<file path="config.mk">
export PLATFORM = sky130hd
export DESIGN_NAME = fsk_framer
export DESIGN_NICKNAME = d
export VERILOG_FILES = /design/src/rtl/fsk_framer.sv
export SDC_FILE = /design/constraint.sdc
export NUM_CORES = 1
export LEC_CHECK = 0
export ABC_AREA = 1
export BUFFER_PORTS_ARGS = -buffer_cell sky130_fd_sc_hd__clkbuf_2
export CORE_MARGIN = 2
export CORE_UTILIZATION = 60
export DETAILED_ROUTE_END_ITERATION = 6
export PLACE_DENSITY_LB_ADDON = 0.05
export REMOVE_ABC_BUFFERS = 1
export SYNTH_ARGS = -nofsm -noshare
export SYNTH_HDL_FRONTEND = slang
export SYNTH_SLANG_ARGS = --single-unit
</file>
<file path="constraint.sdc">
create_clock -name clk -period 1.96 [get_ports clk]
set_clock_uncertainty 0.1 [all_clocks]
set_input_delay 0.098 -clock clk [delete_from_list [all_inputs] [get_ports clk]]
set_output_delay 0.098 -clock clk [all_outputs]
set_load 0.02 [all_outputs]
</file>
<file path="src/rtl/fsk_framer.sv">
// Link-layer framer: wraps fixed-length payloads in preamble, sync word, length byte and
// CRC-16/CCITT-FALSE trailer, with valid/ready on both sides and stall padding.
module fsk_framer #(
  parameter int unsigned PREAMBLE_LEN = 4,
  parameter logic [15:0] SYNC_WORD    = 16'h2DD4,
  parameter int unsigned PAYLOAD_LEN  = 16,
  parameter int unsigned TIMEOUT      = 65535,
  parameter logic [7:0]  PAD_BYTE     = 8'h00
) (
  input  logic       clk,
  input  logic       rst_n,
  input  logic [7:0] data_in,
  input  logic       in_valid,
  output logic       in_ready,
  output logic [7:0] data_out,
  output logic       out_valid,
  input  logic       out_ready,
  output logic       busy,
  output logic       frame_done,
  output logic       timeout_err
);

  localparam logic [3:0]  PreLen     = 4'(PREAMBLE_LEN);
  localparam logic [7:0]  PayLen     = 8'(PAYLOAD_LEN);
  localparam logic [15:0] TimeoutVal = 16'(TIMEOUT);
  localparam bit          TimeoutEn  = (TIMEOUT != 0);

  typedef enum logic [3:0] {
    StIdle,
    StPreamble,
    StSyncHi,
    StSyncLo,
    StLen,
    StPayload,
    StPad,
    StCrcHi,
    StCrcLo
  } state_e;

  state_e      state_q, state_d;
  logic [7:0]  data_q, data_d;
  logic        valid_q, valid_d;
  logic        last_q, last_d;
  logic [3:0]  pre_cnt_q, pre_cnt_d;
  logic [7:0]  pay_cnt_q, pay_cnt_d;
  logic [15:0] idle_q, idle_d;
  logic [15:0] crc_q, crc_d;

  logic slot_free;
  logic in_xfer;
  logic idle_hit;

  function automatic logic [15:0] crc16_byte(input logic [15:0] crc, input logic [7:0] b);
    logic [15:0] c;
    c = crc ^ {b, 8'h00};
    for (int i = 0; i < 8; i++) begin
      c = c[15] ? ({c[14:0], 1'b0} ^ 16'h1021) : {c[14:0], 1'b0};
    end
    return c;
  endfunction

  assign slot_free  = !valid_q || out_ready;
  assign in_ready   = (state_q == StPayload) && slot_free;
  assign in_xfer    = in_valid && in_ready;
  assign idle_hit   = TimeoutEn && (idle_q >= TimeoutVal);
  assign data_out   = data_q;
  assign out_valid  = valid_q;
  assign busy       = (state_q != StIdle);
  // last_q marks the CRC_LO byte sitting in the output register
  assign frame_done = valid_q && out_ready && last_q;

  always_comb begin
    state_d     = state_q;
    data_d      = data_q;
    valid_d     = valid_q;
    last_d      = last_q;
    pre_cnt_d   = pre_cnt_q;
    pay_cnt_d   = pay_cnt_q;
    idle_d      = idle_q;
    crc_d       = crc_q;
    timeout_err = 1'b0;

    // Slot drains unless a state below reloads it this cycle.
    if (slot_free) begin
      valid_d = 1'b0;
      last_d  = 1'b0;
    end

    unique case (state_q)
      StIdle: begin
        if (in_valid) begin
          state_d   = StPreamble;
          pre_cnt_d = '0;
        end
      end
      StPreamble: begin
        if (slot_free) begin
          data_d  = 8'h55;
          valid_d = 1'b1;
          if (pre_cnt_q + 4'd1 == PreLen) begin
            pre_cnt_d = '0;
            state_d   = StSyncHi;
          end else begin
            pre_cnt_d = pre_cnt_q + 4'd1;
          end
        end
      end
      StSyncHi: begin
        if (slot_free) begin
          data_d  = SYNC_WORD[15:8];
          valid_d = 1'b1;
          state_d = StSyncLo;
        end
      end
      StSyncLo: begin
        if (slot_free) begin
          data_d  = SYNC_WORD[7:0];
          valid_d = 1'b1;
          state_d = StLen;
        end
      end
      StLen: begin
        if (slot_free) begin
          data_d    = PayLen;
          valid_d   = 1'b1;
          crc_d     = 16'hFFFF;
          pay_cnt_d = '0;
          idle_d    = '0;
          state_d   = StPayload;
        end
      end
      StPayload: begin
        if (in_xfer) begin
          data_d    = data_in;
          valid_d   = 1'b1;
          crc_d     = crc16_byte(crc_q, data_in);
          pay_cnt_d = pay_cnt_q + 8'd1;
          idle_d    = '0;
          if (pay_cnt_q + 8'd1 == PayLen) begin
            state_d = StCrcHi;
          end
        end else begin
          if (slot_free && !in_valid && (idle_q != 16'hFFFF)) begin
            idle_d = idle_q + 16'd1;
          end
          if (idle_hit) begin
            state_d     = StPad;
            timeout_err = 1'b1;
          end
        end
      end
      StPad: begin
        if (slot_free) begin
          data_d    = PAD_BYTE;
          valid_d   = 1'b1;
          crc_d     = crc16_byte(crc_q, PAD_BYTE);
          pay_cnt_d = pay_cnt_q + 8'd1;
          if (pay_cnt_q + 8'd1 == PayLen) begin
            state_d = StCrcHi;
          end
        end
      end
      StCrcHi: begin
        if (slot_free) begin
          data_d  = crc_q[15:8];
          valid_d = 1'b1;
          state_d = StCrcLo;
        end
      end
      StCrcLo: begin
        if (slot_free) begin
          data_d  = crc_q[7:0];
          valid_d = 1'b1;
          last_d  = 1'b1;
          state_d = StIdle;
        end
      end
      default: begin
        state_d = StIdle;
      end
    endcase
  end

  always_ff @(posedge clk or negedge rst_n) begin
    if (!rst_n) begin
      state_q   <= StIdle;
      data_q    <= '0;
      valid_q   <= 1'b0;
      last_q    <= 1'b0;
      pre_cnt_q <= '0;
      pay_cnt_q <= '0;
      idle_q    <= '0;
      crc_q     <= 16'hFFFF;
    end else begin
      state_q   <= state_d;
      data_q    <= data_d;
      valid_q   <= valid_d;
      last_q    <= last_d;
      pre_cnt_q <= pre_cnt_d;
      pay_cnt_q <= pay_cnt_d;
      idle_q    <= idle_d;
      crc_q     <= crc_d;
    end
  end

endmodule

</file>
Word level (Yosys, flattened, before mapping)
Index checks and enable logic that the tools add are counted.

storage, ports and cells
  output and inout port bits = 13
  input bits = 12
  flip-flop bits (word level) = 58
  word-level logic and storage cells = 136

cells by class
  mux-type cells = 63
  equality and inequality tests = 23
  bitwise operators = 17
  $lt $le $gt $ge = 1
  add/subtract/negate cells = 3
  reduce and logical (&&, ||, !) cells = 21

operators by type and width
  operator               number
  $mux 13                16
  $mux 16                6
  $mux 8                 10
  $pmux 8 s8             1
  $mux 4                 15
  $not 3->3              16
  $pmux 16 s3            1
  $pmux 4 s9             1
  $pmux 16 s2            1
  $pmux 8 s3             1
  $eq 4x3->1 const B     5
  $ne 2x2->1 const B     10
  $add 16x1->16 const B  1
  $ge 16x16->1 const B   1
  $ne 16x16->1 const B   1
  $xor 16x16->16         1
  $reduce_and 10->1      1
  $mux 1                 9
  $reduce_and 9->1       1
  $add 8x1->8 const B    1
  $eq 4x2->1 const B     2
  $eq 8x5->1 const B     1
  $pmux 4 s2             1
  $reduce_bool 8->1      1
  other kinds (16)       24

Logic depth before layout (Yosys ltp)
Gate-level depths: netlist of the first run.

  word-level depth = 19
  gate-level depth with buffers = 12
  depth with buffers taken out = 12

Worst setup path before layout of the first run
No wires, ideal clock.

  path type = reg2reg
  from = reg idle_q[0]
  to = reg idle_q[12]
  data required time = 1.743 ns
  arrival time = 1.576 ns
  cell stages (with the launch flop) = 12
  library setup time = 0.117 ns
  slack = 0.167 ns
  clock period less this slack = 1.793 ns
  path buffers = 1
  cell sequence = dfrtp_1 > ha_1 > nand2_1 > inv_1 > nand4_1 > nor2_1 > nand3b_1 > nor2_4 > nor2_8 > buf_6 > nand3_1 > nand2_1

on the way
  cells in the longest elaborated chain, start to end = 4
  elaborated cells between the ends (all ways) = 8
  classes of those cells = add/sub: 1; eq/ne: 2; mux: 3; reduce/logical: 2

ends and longest elaborated chain
  element                                          line      text
  start: declaration                               46        logic [15:0] idle_q, idle_d;
  start signal: assignment                         201       idle_q <= idle_d;
  $add 16x1->16 or $ne 16x16->1 (tied branches)    144, 143
  $mux 16 or $logic_and 1x1->1 (tied branches)     143       if (slot_free && !in_valid && (idle_q != 16'hFFFF)) begin
  $mux 16 or $ne 3x2->1 (tied branches)            n/a
  $pmux 16 s2 or $reduce_and 3->1 (tied branches)  n/a

Parallel ways exist; a longest one is shown, timed or not. The select of a mux whose other input is x is not followed.
A chain may end at the register's enable or synchronous reset.

Final worst setup path of the first run
  from = reg idle_q[0]
  to = reg idle_q[4]

Same word-level chain as after synthesis.

==> metrics.yaml, run 1 <==
floorplan:
  ios: 25
  start_util: 0.6254
  fp.dieH_um: 85.82
  fp.coreArea_um2: 6422
  dieArea_um2: 7364
  rows: 29
  dieWidth_um: 85.82
worst_setup_path:
  crit_arrival_ps: 2080
  reg2regPathDepth: 12
  path_depth: 12
  critPathTopFamily: "simple AND/OR/NAND/NOR gates"
  worst-r2r-setup-slack_ps: 10
  crit_chain: "ha_4 -> nand2_4 -> inv_2 -> nand4_1 -> nor2_1 -> nand3b_1 -> nor2_4 -> buf_6 -> nor2_8 -> buf_12 -> nand2_1 -> o21ai_2"
  critPathCaptureType: "flop"
  r2r_end: "idle_q[4]$_DFFE_PN0P_"
  crit_buf_inv: 3
  max_stage_delay_ps: 400
  critPathLaunchType: "flop"
  critical_path.startpoint: "idle_q[0]$_DFFE_PN0P_"
  worst-path-max-fanout: 8
  path_class: "reg2reg"
  slowest_stage: "dfrtp_1"
  r2r-start: "idle_q[0]$_DFFE_PN0P_"
  cp.required_ps: 2100
  crit_end: "idle_q[4]$_DFFE_PN0P_"
routing:
  vias: 4187
  drcViolationCount: 5
  vias_per_cell: 5.831
  wirelength_mm: 11.18
  detail-route-antenna-nets: 0
  drtPass1Iterations: 7
  drt-initial-drc-count: 390
  routedWlPerCell_um: 15.58
yosys:
  async_flop_share: 1.000
  synth_edf_count: 0
  ys.flop_type: "dfrtp_1"
  netlist_area_um2: 4016
  netlist_instances: 569
  ys_ff_latch: 58
  yosysSeqAreaShare: 0.3664
  synth_area_per_cell_um2: 7.059
  synth_cell_types: 45
  ys_warn_count: 0
placement:
  io_buffer_count: 24
  dp_cells: 685
  post-place-ws_ps: 4.965
  hpwl_mm: 7.728
  gp_congestion: 0.9443
clock_network:
  h-tree-depth: 3
  path_clk_slew_ps: 70
  clk_path_buf_depth: 2
  cts.sinks: 58
  clk_latency_ps: 340
  cts_tree: "yes"
  clock-root-buffer: "clkbuf_8"
  cts_made_buffers: 9
global_routing:
  grt_max_degree: 29
  antenna_found_initial: 0
  overflow: 0
  grt_pass1_vias: 3761
  grt_pass1_wl_mm: 17.36
  grt_usage: 0.3009
sta:
  hold_violations: 0
  whs_ps: 26.40
  fmax_mhz: 514.1
  slew-limit-headroom: 0.6229
  period_share: 0.9924
  rsz0062_at_grt: "true"
  fin_tns_setup_ps: 0
  fin_crit_ps: 1945
  fin_ws_ps: 14.94
  finalSetupViolations: 0
  drv_slew: 0
  tightestPinTransition_ps: 565.7
pwr:
  vdd_drop_max_uv: 621.7
  leakagePower_nw: 2.276
  power_w: 0.006455
  power_per_cell_area_nw_per_um2: 1332
final_layout:
  fillers: 505
  synthToLayoutAreaGrowth_pct: 20.65
  diodes: 0
  final_cells: 718
  nets: 652
  most-common-layout-cells: "nand2_1, inv_1, nor2_1"
  final_common_cell: "nand2_1"
  drive_gt1_frac: 0.2246
min_path:
  holdCritPathClass: "in2reg"
status:
  outcome: "complete, but fails checks"
  violations: "design-rule violations"
job:
  cap_violations: 0
## worst min-delay path by stage
stage	cells after the start	slack, ps	start	end
after floorplan	0	-300	rst_n	asynchronous set/reset pin
after global placement	1	-9	rst_n	data_out[2]$_DFFE_PN0P_
after detailed placement	1	2	rst_n	data_out[2]$_DFFE_PN0P_
after CTS	4	20	data_in[5]	crc_q[10]$_DFFE_PN1P_
after global routing	4	50	data_in[5]	crc_q[10]$_DFFE_PN1P_
final	4	30	data_in[5]	crc_q[10]$_DFFE_PN1P_
## stage by stage
stage,instance area (um^2),utilization
after detailed placement,4382,0.6823
after floorplan,3928,-
after CTS,4674,0.7278
final,4846,0.7545
after global routing,4846,0.7545
after global placement,4382,0.6823
## Yosys cell counts, drive strengths merged, types with 2 or more instances
cell type | n | area [um^2]
a21oi | 12 | 60.06
nand4 | 13 | 81.33
a22oi | 7 | 52.55
nand2 | 173 | 671.9
o21ai | 32 | 175.2
clkinv | 2 | 8.750
dfstp | 16 | 420.4
nor3 | 12 | 60.06
a31oi | 9 | 56.30
o31ai | 2 | 15.01
nor4 | 2 | 12.51
clkbuf | 2 | 7.510
o2111ai | 3 | 26.28
inv | 69 | 259.0
nand3b | 3 | 22.52
dfrtp | 42 | 1051
o22ai | 5 | 37.53
xnor2 | 15 | 131.4
or2 | 2 | 12.51
nor2 | 63 | 290.3
ha | 4 | 50.05
buf | 13 | 81.32
xor2 | 16 | 140.1
nand3 | 45 | 230.2
## logic make-up (layout without fill, tap and decap cells)
group           after synthesis  after routing  synth area share
simple gates                314            315            0.3455
buf+inv                      86            157           0.08878
compound gates               75             75            0.1165
flops                        58             58            0.3664
xor+xnor                     31             31           0.06760
fa+ha+maj                     4              4           0.01246
mux                           1              1          0.002804
## area by class of cell
cell class / instances / area [um^2] / share of cell area
clock buffers: 11 / 141.4 / 0.02918
repair buffers: 70 / 516.7 / 0.1066
multi-input cells: 426 / 2267 / 0.4679
flip-flops and latches: 58 / 1471 / 0.3036
inverters: 71 / 275.3 / 0.05680
well taps: 77 / 96.34 / 0.01988
clock inverters: 5 / 77.57 / 0.01601
## sequential cells by signal (all words and copies together) (netlist names), named ones only
name	flops
crc_q	16
idle_q	16
data_out	8
pay_cnt_q	8
pre_cnt_q	4
state_q	4
out_valid	1
## power breakdown
group	leakage (nW)	switching [W]	internal [W]
clock network	0.109	0.000510	0.000747
logic	1.44	0.00212	0.00122
registers	0.728	0.000283	0.00157
## timing repair
item | CTS | global route
endpoints found under the setup margin | 2 | 27
pin swaps | 4 | 6
setup buffers | 4 | 10
hold buffers | 2 | 0
gates resized for setup | 7 | 24
gates cloned | 0 | 1
hold endpoints to repair | 19 | 0
## worst register-to-register path, stage by stage (launching register included)
cell	delay, ps
dfrtp_1	400
ha_4	170
nand2_4	60
inv_2	60
nand4_1	90
nor2_1	140
nand3b_1	160
nor2_4	170
buf_6	140
nor2_8	50
buf_12	140
nand2_1	90
o21ai_2	60
## metal layers
metal  vias to the layer above  wire length (um)  track usage
met3                        41               810      0.04427
met5                         -                 0            0
met4                         0               280       0.1212
met2                       212              5299       0.4801
met1                      1950              4793       0.4131
li1                       1984                 -            -
Note: power is estimated with default switching activity, not from simulation.
==> run 2, diff against run 1 <==
Settings changed: PLACE_DENSITY from default to 0.86, PLACE_DENSITY_LB_ADDON 0.05 to default.
==> run 2 against run 1 <==
- the flow still finishes with violations (design-rule violations)
- clock-buffer cell count up 3
- die area unchanged
- wire length up 3.9%
- first-iteration DRC count up 21%
- via count up 0.76%
- cell area down 0.85%
- register-to-register slack better by 20 ps
- critical path depth down 4
- sequential share of layout area up 0.34 points
- total power down 0.58%
- critical path type is now reg2out
- largest cell class unchanged
==> metrics.yaml, run 2 (synthesis results as in run 1) <==
status:
  outcome: "complete, but fails checks"
  violations: "design-rule violations"
routing:
  detail-route-antenna-nets: 0  # unchanged
  drcViolationCount: 2  # -3
  vias_per_cell: 5.926  # +1.6%
  routedWlPerCell_um: 16.31  # +4.7%
  wirelength_mm: 11.62  # +3.9%
  vias: 4219  # +0.76%
  drtPass1Iterations: 7  # unchanged
  drt-initial-drc-count: 470  # +21%
pwr:
  leakagePower_nw: 2.261  # -0.65%
  power_w: 0.006418  # -0.58%
  vdd_drop_max_uv: 604.8  # -2.7%
  power_per_cell_area_nw_per_um2: 1336  # +0.28%
floorplan:
  ios: 25  # unchanged
  fp.dieH_um: 85.82  # unchanged
  rows: 29  # unchanged
  fp.coreArea_um2: 6422  # unchanged
  start_util: 0.6254  # unchanged
  dieArea_um2: 7364  # unchanged
  dieWidth_um: 85.82  # unchanged
sta:
  hold_violations: 0  # unchanged
  whs_ps: 21.40  # -5.000 ps
  rsz0062_at_grt: "true"
  fmax_mhz: 514.4  # about the same
  finalSetupViolations: 0  # unchanged
  fin_crit_ps: 1944  # -1.006 ps
  slew-limit-headroom: 0.6234  # about the same
  drv_slew: 0  # unchanged
  period_share: 0.9919  # about the same
  fin_tns_setup_ps: 0  # unchanged
  tightestPinTransition_ps: 560.9  # -4.783 ps
final_layout:
  diodes: 0  # unchanged
  synthToLayoutAreaGrowth_pct: 19.63
  final_common_cell: "nand2_1"
  nets: 646  # -0.92%
  fillers: 469  # -7.1%
  multi_input_area_um2: 2290  # +0.99%
  final_cells: 712  # -0.84%
  top_regs: "crc_q x16, idle_q x16"
  drive_gt1_frac: 0.2189  # -0.005751
  most-common-layout-cells: "nand2_1, inv_1, nor2_1"
  fin_area_um2: 4805  # -0.85%
  seq_area_um2: 1475  # +0.25%
clock_network:
  clk_latency_ps: 350  # about the same
  cts.sinks: 58  # unchanged
  path_clk_slew_ps: 70  # about the same
  cts_tree: "yes"
  clk_path_buf_depth: 2  # unchanged
  cts_made_buffers: 9  # unchanged
  clock-root-buffer: "clkbuf_8"
  h-tree-depth: 3  # unchanged
global_routing:
  top_usage_layer: "met2"
  grt_pass1_wl_mm: 18.65  # +7.4%
  antenna_found_initial: 0  # unchanged
  grt_max_degree: 59  # +100%
  use_met3: 0.06930  # +0.02502
  grt_pass1_vias: 4005  # +6.5%
  grt_usage: 0.3181  # +0.01718
  use_met1: 0.4048  # -0.008250
  overflow: 0  # unchanged
  use_met2: 0.5199  # +0.03977
worst_setup_path:
  critPathCaptureType: "primary output"
  crit_arrival_ps: 1750  # -330 ps
  crit_chain: "ha_4 -> nand2_4 -> inv_2 -> nand4_1 -> nor2_1 -> nand3b_1 -> nor2_4 -> buf_6"
  slowest_stage: "dfrtp_1"
  critPathLaunchType: "flop"
  cp.required_ps: 1760  # -340 ps
  worst-path-max-fanout: 3  # -5
  max_stage_delay_ps: 410  # about the same
  path_class: "reg2out"
min_path:
  holdCritPathClass: "in2reg"
placement:
  gp_congestion: 0.9988  # +5.8%
  dp_cells: 677  # -1.2%
  placed_cell_area_um2: 4347  # -0.80%
  hpwl_mm: 7.802  # +0.96%
  io_buffer_count: 24  # unchanged
job:
  cap_violations: 0  # unchanged
[run 2: cell types whose count changed in the layout (fill, tap and decap cells not counted), moves of 3 or more]
cell     previous run  this run
buf_4              39        31
dfrtp_1            42        39
dfrtp_2             0         3
nand2_1           162       166
nand2_2             7         2
[run 2: report_power, final]
part | internal, W | switching, W
combinational | 0.00129 | 0.00217
clock | 0.000560 | 0.000505
sequential | 0.00158 | 0.000313
total | 0.00343 | 0.00299
[run 2: worst max-delay path: cells and delay by family (launching register included)]
kind                       cells  cell delay [ps]
and+or+nand+nor                5              600
adders and majority gates      1              180
buffers and inverters          2              200
DFF                            1              410
[run 2: stage by stage]
stage / setup slack, ps / util
6_report: 15.95 / 0.7481
2_1_floorplan: -227.9 / -
3_3_place_gp: -147.7 / 0.6768
3_5_place_dp: -127.4 / 0.6768
5_1_grt: -80.02 / 0.7481
4_1_cts: -44.30 / 0.7144
[run 2: layout make-up]
| class | count | area share |
|---|---|---|
| multi-input combinational | 426 | 0.4766 |
| sequential | 58 | 0.3070 |
| timing repair buffer | 64 | 0.1013 |
| inverter | 71 | 0.05703 |
| clock buffer | 14 | 0.03594 |
| tap | 77 | 0.02005 |
| clock inverter | 2 | 0.002083 |
[run 2: repair_timing]
item / 4_1_cts / 5_1_grt
endpoints found under the hold margin: 59 / 0
hold buffers: 2 / 0
pin swaps: 2 / 11
cloned: 0 / 2
endpoints found under the setup margin: 16 / 46
resized for setup: 3 / 33
buffers inserted: 4 / 11
[run 2: path summary, 6_finish.rpt]
check                      cells after the start  slack (ps)                     from                 endpoint
setup / recovery                               8          20    idle_q[1]$_DFFE_PN0P_              timeout_err
min in group asynchronous                      3         190                    rst_n  data_out[2]$_DFFE_PN0P_
hold / removal                                 4          20               data_in[4]     crc_q[4]$_DFFE_PN1P_
max in group asynchronous                      3        1250                    rst_n     crc_q[6]$_DFFE_PN1P_
hold reg to reg                                2         410  data_out[1]$_DFFE_PN0P_  data_out[1]$_DFFE_PN0P_
setup reg to reg                              12          30    idle_q[1]$_DFFE_PN0P_    idle_q[9]$_DFFE_PN0P_
[run 2: routing by layer]
layer,share of wire,wire (um),vias up
met4,0.038,441,0
met2,0.48,5566,251
met5,0,0,-
met3,0.085,986,55
met1,0.40,4621,1941
li1,-,-,1972
==> run 3, diff against run 2 <==
Settings changed: RECOVER_POWER from default to 25.
==> run 3 against run 2 <==
- largest cell class unchanged
- critical path type unchanged
- sequential cell count stayed put
- total power hardly changed
- largest power group unchanged
- sequential share of layout area hardly changed
- cell area hardly changed
- the run still ends with design-rule violations left
- non-clock buffer count stayed put
- register-to-register slack hardly changed
- via count is 0.40% higher
- setup slack hardly changed
==> metrics.yaml, run 3 (synthesis results as in run 1) <==
status:
  outcome: "complete, but fails checks"
  violations: "design-rule violations"
final_layout:
  final_common_cell: "nand2_1"
  drive_gt1_frac: 0.2173  # -0.001575
  synthToLayoutAreaGrowth_pct: 19.60  # about the same
  nets: 646  # unchanged
  top_regs: "crc_q x16, idle_q x16"
  fin_util: 0.7479  # about the same
  most-common-layout-cells: "nand2_1, inv_1, nor2_1"
  fillers: 470  # +0.21%
  final_cells: 712  # unchanged
  diodes: 0  # unchanged
routing:
  detail-route-antenna-nets: 0  # unchanged
  drtPass1Iterations: 7  # unchanged
  drcViolationCount: 2  # unchanged
  routedWlPerCell_um: 16.23  # -0.50%
  drt-initial-drc-count: 479  # +1.9%
  vias_per_cell: 5.949  # +0.40%
  wirelength_mm: 11.56  # -0.50%
  vias: 4236  # +0.40%
pwr:
  power_per_cell_area_nw_per_um2: 1335  # about the same
  vdd_drop_max_uv: 603.5  # -0.21%
  leakagePower_nw: 2.258  # -0.13%
clock_network:
  cts_made_buffers: 9  # unchanged
  path_clk_slew_ps: 70  # about the same
  cts.sinks: 58  # unchanged
  clk_latency_ps: 350  # about the same
  h-tree-depth: 3  # unchanged
  cts_tree: "yes"
  clock-root-buffer: "clkbuf_8"
  clk_path_buf_depth: 2  # unchanged
worst_setup_path:
  path_class: "reg2out"
  crit_arrival_ps: 1750  # about the same
  critPathCaptureType: "primary output"
  worst-path-max-fanout: 3  # unchanged
  cp.required_ps: 1760  # about the same
  critPathLaunchType: "flop"
sta:
  hold_violations: 0  # unchanged
  slew-limit-headroom: 0.6245  # +0.001073
  fmax_mhz: 514.4  # about the same
  drv_slew: 0  # unchanged
  finalSetupViolations: 0  # unchanged
  tightestPinTransition_ps: 559.3  # -1.599 ps
  period_share: 0.9918  # about the same
  rsz0062_at_grt: "true"
  fin_crit_ps: 1944  # -0.1608 ps
floorplan:
  fp.dieH_um: 85.82  # unchanged
  dieArea_um2: 7364  # unchanged
  dieWidth_um: 85.82  # unchanged
  ios: 25  # unchanged
  fp.coreArea_um2: 6422  # unchanged
  start_util: 0.6254  # unchanged
  rows: 29  # unchanged
placement:
  gp_congestion: 0.9988  # unchanged
  dp_cells: 677  # unchanged
  hpwl_mm: 7.802  # unchanged
  io_buffer_count: 24  # unchanged
global_routing:
  overflow: 0  # unchanged
  grt_usage: 0.3181  # unchanged
  grt_pass1_wl_mm: 18.65  # unchanged
  grt_pass1_vias: 4005  # unchanged
  antenna_found_initial: 0  # unchanged
  grt_max_degree: 59  # unchanged
job:
  cap_violations: 0  # unchanged
min_path:
  holdCritPathClass: "in2reg"
[run 3: per-layer routing]
metal  vias up  share of wire  wire length (um)  GRT usage
met3        52          0.093              1077    0.06930
met1      1953           0.39              4508     0.4048
met4         0          0.037               431     0.1443
met2       259           0.48              5541     0.5199
li1       1972              -                 -          -
met5         -              0                 0          0
[run 3: final cells by class]
class	count	area, um^2	share of cell area
clock inverters	2	10.01	0.002084
repair buffers	64	485.5	0.1011
multi-input cells	426	2290	0.4767
flip-flops and latches	58	1475	0.3071
well taps	77	96.34	0.02006
inverters	71	274.0	0.05705
clock buffers	14	172.7	0.03595
[run 3: metrics by stage]
step	hold WS, ps	setup WS [ps]	TNS (ps)	total power, W	instance area (um^2)
floorplan	-297.6	-227.9	-5900	0.003886	3928
global placement	31.06	-147.7	-406.0	0.004854	4347
detailed placement	30.24	-127.4	-442.8	0.004961	4347
CTS	23.77	-44.30	-44.30	0.006102	4588
global route	40.81	-80.02	-834.9	0.006880	4803
finish	18.96	16.11	0	0.006413	4803
[run 3: worst max-delay path, stage by stage (launching register included)]
cell and delay (ps):
dfrtp_1 410, ha_4 180, nand2_4 60, inv_2 70
nand4_1 110, nor2_1 140, nand3b_1 150, nor2_4 140
buf_6 130
[run 3: final timing paths]
check	startpoint	endpoint	slack (ps)	depth (start not counted)
min	data_in[4]	crc_q[4]$_DFFE_PN1P_	20	4
min in group asynchronous	rst_n	data_out[2]$_DFFE_PN0P_	200	3
max in group asynchronous	rst_n	crc_q[13]$_DFFE_PN1P_	1210	3
max reg2reg	idle_q[1]$_DFFE_PN0P_	idle_q[9]$_DFFE_PN0P_	30	12
min reg2reg	data_out[1]$_DFFE_PN0P_	data_out[1]$_DFFE_PN0P_	410	2
max	idle_q[1]$_DFFE_PN0P_	timeout_err	20	8
[run 3: power by group]
group / switching (W) / total (W) / internal [W]
logic: 0.00216 / 0.00345 / 0.00129
clock network: 0.000507 / 0.00107 / 0.000560
registers: 0.000315 / 0.00189 / 0.00158
total: 0.00299 / 0.00641 / 0.00343
[run 3: repair_timing]
item,4_1_cts,5_1_grt
setup buffers,4,11
pin swaps,2,11
hold buffers,2,0
gates resized for setup,3,33
gates cloned,0,2
endpoints found under the setup margin,16,46
endpoints found under the hold margin,59,0
